[config.mk]
export PLATFORM = sky130hd
export DESIGN_NAME = resp_framer
export DESIGN_NICKNAME = d
export VERILOG_FILES = /design/src/rtl/resp_framer.sv
export SDC_FILE = /design/constraint.sdc
export NUM_CORES = 1
export LEC_CHECK = 0
export ABC_AREA = 1
export CAP_MARGIN = 20
export CORE_MARGIN = 1.5
export CORE_UTILIZATION = 30
export DETAILED_ROUTE_END_ITERATION = 12
export HOLD_SLACK_MARGIN = 0.1
export PLACE_DENSITY = 0.52
export SLEW_MARGIN = 40
export SYNTH_ARGS = -nofsm -noshare
export SYNTH_HDL_FRONTEND = slang
export SYNTH_SLANG_ARGS = --single-unit
[constraint.sdc]
create_clock -name clk -period 1.87 [get_ports clk]
set_input_delay 0.187 -clock clk [delete_from_list [all_inputs] [get_ports clk]]
set_output_delay 0.187 -clock clk [all_outputs]
set_load 0.02 [all_outputs]
[src/rtl/resp_framer.sv]
// resp_framer: serializes an ALU result (opcode + up to 8 bytes) into a 4-byte-header packet byte stream for UART TX
module resp_framer #(
  parameter int MAX_BYTES = 8
) (
  input  logic                   clk,
  input  logic                   rst,
  input  logic [7:0]             opcode_i,
  input  logic [8*MAX_BYTES-1:0] result_i,
  input  logic [3:0]             nbytes_i,
  input  logic                   valid_i,
  output logic                   ready_o,
  output logic [7:0]             data_o,
  output logic                   valid_o,
  input  logic                   ready_i,
  output logic                   busy_o
);
  typedef enum logic [2:0] {IDLE, OPC, RSV, LEN_L, LEN_H, DATA} state_t;
  state_t state, state_nx;
  logic [3:0] idx, n_q, n_cl;
  logic [7:0] opc_q;
  logic [8*MAX_BYTES-1:0] res_q;
  logic cap, last;
  assign ready_o = state == IDLE;
  assign busy_o = !ready_o;
  assign valid_o = busy_o;
  assign cap = valid_i && ready_o;
  assign last = idx + 4'd1 == n_q;
  assign n_cl = nbytes_i > 4'd8 ? 4'd8 : nbytes_i;
  always_comb begin
    state_nx = IDLE;
    case (state)
      IDLE:  state_nx = cap ? OPC : IDLE;
      OPC:   state_nx = ready_i ? RSV : OPC;
      RSV:   state_nx = ready_i ? LEN_L : RSV;
      LEN_L: state_nx = ready_i ? LEN_H : LEN_L;
      LEN_H: state_nx = ready_i ? (n_q != 4'd0 ? DATA : IDLE) : LEN_H;
      DATA:  state_nx = ready_i && last ? IDLE : DATA;
      default: state_nx = IDLE;
    endcase
  end
  always_comb begin
    data_o = 8'h00;
    case (state)
      OPC:   data_o = opc_q;
      LEN_L: data_o = 8'd4 + {4'd0, n_q};
      DATA:  data_o = res_q[{idx[2:0], 3'b000} +: 8];
      default: data_o = 8'h00;
    endcase
  end
  always_ff @(posedge clk or negedge rst) begin
    if (!rst) begin
      state <= IDLE;
      idx   <= 4'd0;
      n_q   <= 4'd0;
      opc_q <= 8'h00;
      res_q <= '0;
    end else begin
      state <= state_nx;
      if (cap) begin
        opc_q <= opcode_i;
        res_q <= result_i;
        n_q   <= n_cl;
      end
      // index returns to 0 on frame exit so the next frame starts clean
      idx <= state == DATA && ready_i ? (last ? 4'd0 : idx + 4'd1) : idx;
    end
  end
endmodule

==> flow_metrics.env <==
export IMPL_outcome="finished with violations"
export IMPL_violations="negative setup slack"
export IMPL_route_final_wire_length_mm=11.93
export IMPL_r2r_start="idx[0]"
export IMPL_place_port_buffers=90
export IMPL_clkSlewWorstSetupHoldPaths_ns=0.06
export IMPL_total_power_per_unit_cell_area_nw_per_um2=1617
export IMPL_criticalPathCategory="reg2out"
export IMPL_timing_setup_tns_ns=-0.01006
export IMPL_post_synth_inst_count=548
export IMPL_start_kind="flip-flop"
export IMPL_vias=3818
export IMPL_power_static_leakage_nw=2.772
export IMPL_post_syn_area_sq_um=4103
export IMPL_timing_critical_path_arrival_ns=1.69
export IMPL_final_net_count=730
export IMPL_maximum_number_of_pins_on_one_net_before_global_route_repair=77
export IMPL_worst_path_max_fanout=16
export IMPL_cts_root_buf="clkbuf_16"
export IMPL_drt_vias_per_instance=4.611
export IMPL_rsz0062_at_grt="yes"
export IMPL_detailedRoute_firstIterationViolations=200
export IMPL_die_area_sq_um=14390
export IMPL_fp_coreArea_sq_um=13300
export IMPL_globalRouteTotalUtil_pct=17.47
export IMPL_timing_worst_slew_pin_value_ns=0.5823
export IMPL_detailedPlacementHpwl_mm=8.382
export IMPL_mappedNetlistNets=631
export IMPL_rrSetupSlack_ns=0.09
export IMPL_highest_achievable_clock_rate_mhz=532.3
export IMPL_antenna_violations_before_repair=0
export IMPL_htree_num_levels=3
export IMPL_area_delta_synth_final_pct=36.84
export IMPL_report_final_setup_viol=2
export IMPL_endpoint_kind="primary output"
export IMPL_postSynthRegisterBits=83
export IMPL_floorplan_rows=42
export IMPL_globalRouteOverflowTotal=0
export IMPL_tritoncts_num_sinks=83
export IMPL_floorplan_io_pins=91
export IMPL_die_height_microns=119.9
export IMPL_critical_path_buf_inv_count=3
export IMPL_final_period_utilization_pct=100.5
export IMPL_critical_path_slowest_stage_cell="dfrtp_2"
export IMPL_max_stage_delay_ns=0.43
export IMPL_tritoncts="yes"
export IMPL_final_critical_path_setup_slack_ns=-0.008655
export IMPL_irDropWorstVdd_uv=673.7
export IMPL_post_detailed_route_wirelength_per_cell_microns=14.41
export IMPL_n_fill_cell=1400
export IMPL_totalPowerFinal_w=0.009080
export IMPL_first_global_vias=3985
export IMPL_final_setup_skew_ns=0.006593
export IMPL_yosysSeqAreaShare_pct=50.63
export IMPL_drt_drc_violations_left=0
export IMPL_floorplan_initialDensity_pct=30.86
export IMPL_critical_path_start="idx[0]"
export IMPL_tritoncts_num_buffers=9
export IMPL_routabilityCongestion=0.8281
export IMPL_chipWidth_microns=119.9
export IMPL_synth_cell_type_count=21
export IMPL_yosys_warnings=0
export IMPL_cpLargestDelayFamily="flip-flops"
export IMPL_final_hold_viol_count=0
export IMPL_layout_drive_gt1_share_pct=10.89
export IMPL_drt_antenna_violating_nets=0
export IMPL_holdCritPathClass="in2async"
export IMPL_grt_pass1_wl_mm=19.87
export IMPL_diodes=0
export IMPL_clk_path_buf_depth=2
export IMPL_worstSkewPairLatency_ns=0.34
export IMPL_first_pass_detailed_route_iteration_total=5
export IMPL_cp_cell_sequence="inv_2 > clkbuf_16 > o21ai_0 > nand3_1 > nand3_1 > nand2_1 > buf_6"
export IMPL_slew_viol_final=0
export IMPL_max_slew_margin_pct=61.18
export IMPL_min_period_ns=1.879
export IMPL_max_cap_violations=0
export IMPL_worst_path_most_repeated_cell="nand3_1"
export IMPL_avgSynthCellArea_sq_um=7.487
export IMPL_crit_required_ns=1.68
## placed cells by master, fill, tap and decap left out, types with 4 or more instances in the layout
cell type,Yosys,layout
nor2_1,64,56
o21ai_0,36,23
buf_2,12,5
clkbuf_16,0,11
o211ai_1,9,9
clkdlybuf4s50_1,0,78
nor2_2,0,7
o21ai_2,0,4
nand2_1,255,255
nand3_1,29,27
inv_1,18,17
a21oi_1,10,10
dfrtp_1,83,82
buf_12,0,4
o21ai_1,3,12
buf_4,6,22
## final timing paths
path                        endpoint  cells past startpoint
max                        data_o[4]                      7
min                        res_q[50]                      2
max reg2reg                   idx[2]                      8
min reg2reg                res_q[46]                      2
max in group asynchronous  res_q[37]                      3
min in group clk           res_q[53]                      3
## layer usage
layer / vias to the layer above / part of all wire (%) / global-route usage, %
li1: 1921 / - / -
met1: 1782 / 46 / 22.94
met2: 101 / 48 / 30.00
met3: 14 / 4.6 / 3.375
met4: 0 / 1.4 / 3.571
met5: - / 0 / 0
## synth_stat cells
library cell	number	area, sq um
a21oi_1	10	50.05
buf_2	12	60.06
buf_4	6	45.04
buf_6	7	78.83
clkbuf_1	4	15.01
clkinv_1	1	3.750
dfrtp_1	83	2077
ha_1	3	37.54
inv_1	18	67.56
inv_2	1	3.750
nand2_1	255	957.2
nand3_1	29	145.1
nand4_1	2	12.51
nor2_1	64	240.2
nor2_4	2	22.52
nor3_1	1	5.000
nor3_2	1	10.01
o211ai_1	9	67.56
o21ai_0	36	180.2
o21ai_1	3	15.01
xnor2_1	1	8.760
## repair_timing
item / CTS / global route
hold buffers: 1 / 0
endpoints found under the hold margin: 42 / 0
buffers inserted: 0 / 3
setup endpoints to repair: 11 / 8
resized for setup: 52 / 18
pin swaps: 0 / 4
cloned: 0 / 2
## per-stage QoR
stage	std cells	hold WS [ns]	area, sq um	util (%)	setup WS (ns)
finish	828	0.3804	5614	42.23	-0.008655
global route	828	0.3896	5614	42.23	-0.1061
CTS	823	0.3785	5512	41.45	-0.09546
detailed placement	806	0.2349	5230	39.34	-0.1437
global placement	806	0.2356	5230	39.34	-0.1186
floorplan	548	-0.1086	4103	-	0.4567
## registers in the layout (all words and copies together), names as in the netlist
signal and cells:
idx 4, n_q 4, opc_q 8, res_q 64, state 3
## logic make-up after synthesis
group	count (synthesis)	share of synthesized area, %
buffers and inverters	49	6.679
AO/OA/AOI/OAI	58	7.624
flip-flops	83	50.63
adder cells (fa/ha/maj)	3	0.9150
AND/OR/NAND/NOR	354	33.94
XOR/XNOR	1	0.2135
## area by class of cell
| class | instances | area [sq um] | share of cell area, % |
|---|---|---|---|
| inverters | 20 | 75.07 | 1.337 |
| flip-flops and latches | 83 | 2078 | 37.02 |
| well taps | 176 | 220.2 | 3.922 |
| clock buffers | 10 | 239.0 | 4.257 |
| multi-input cells | 416 | 1802 | 32.09 |
| repair buffers | 117 | 1160 | 20.66 |
| clock inverters | 6 | 40.04 | 0.7132 |
## report_power, final
part | internal (W) | total [W] | switching [W]
Sequential | 0.00266 | 0.00326 | 0.000607
Combinational | 0.00168 | 0.00414 | 0.00246
Clock | 0.000936 | 0.00168 | 0.000742
Note: power is estimated with default switching activity, not from simulation.
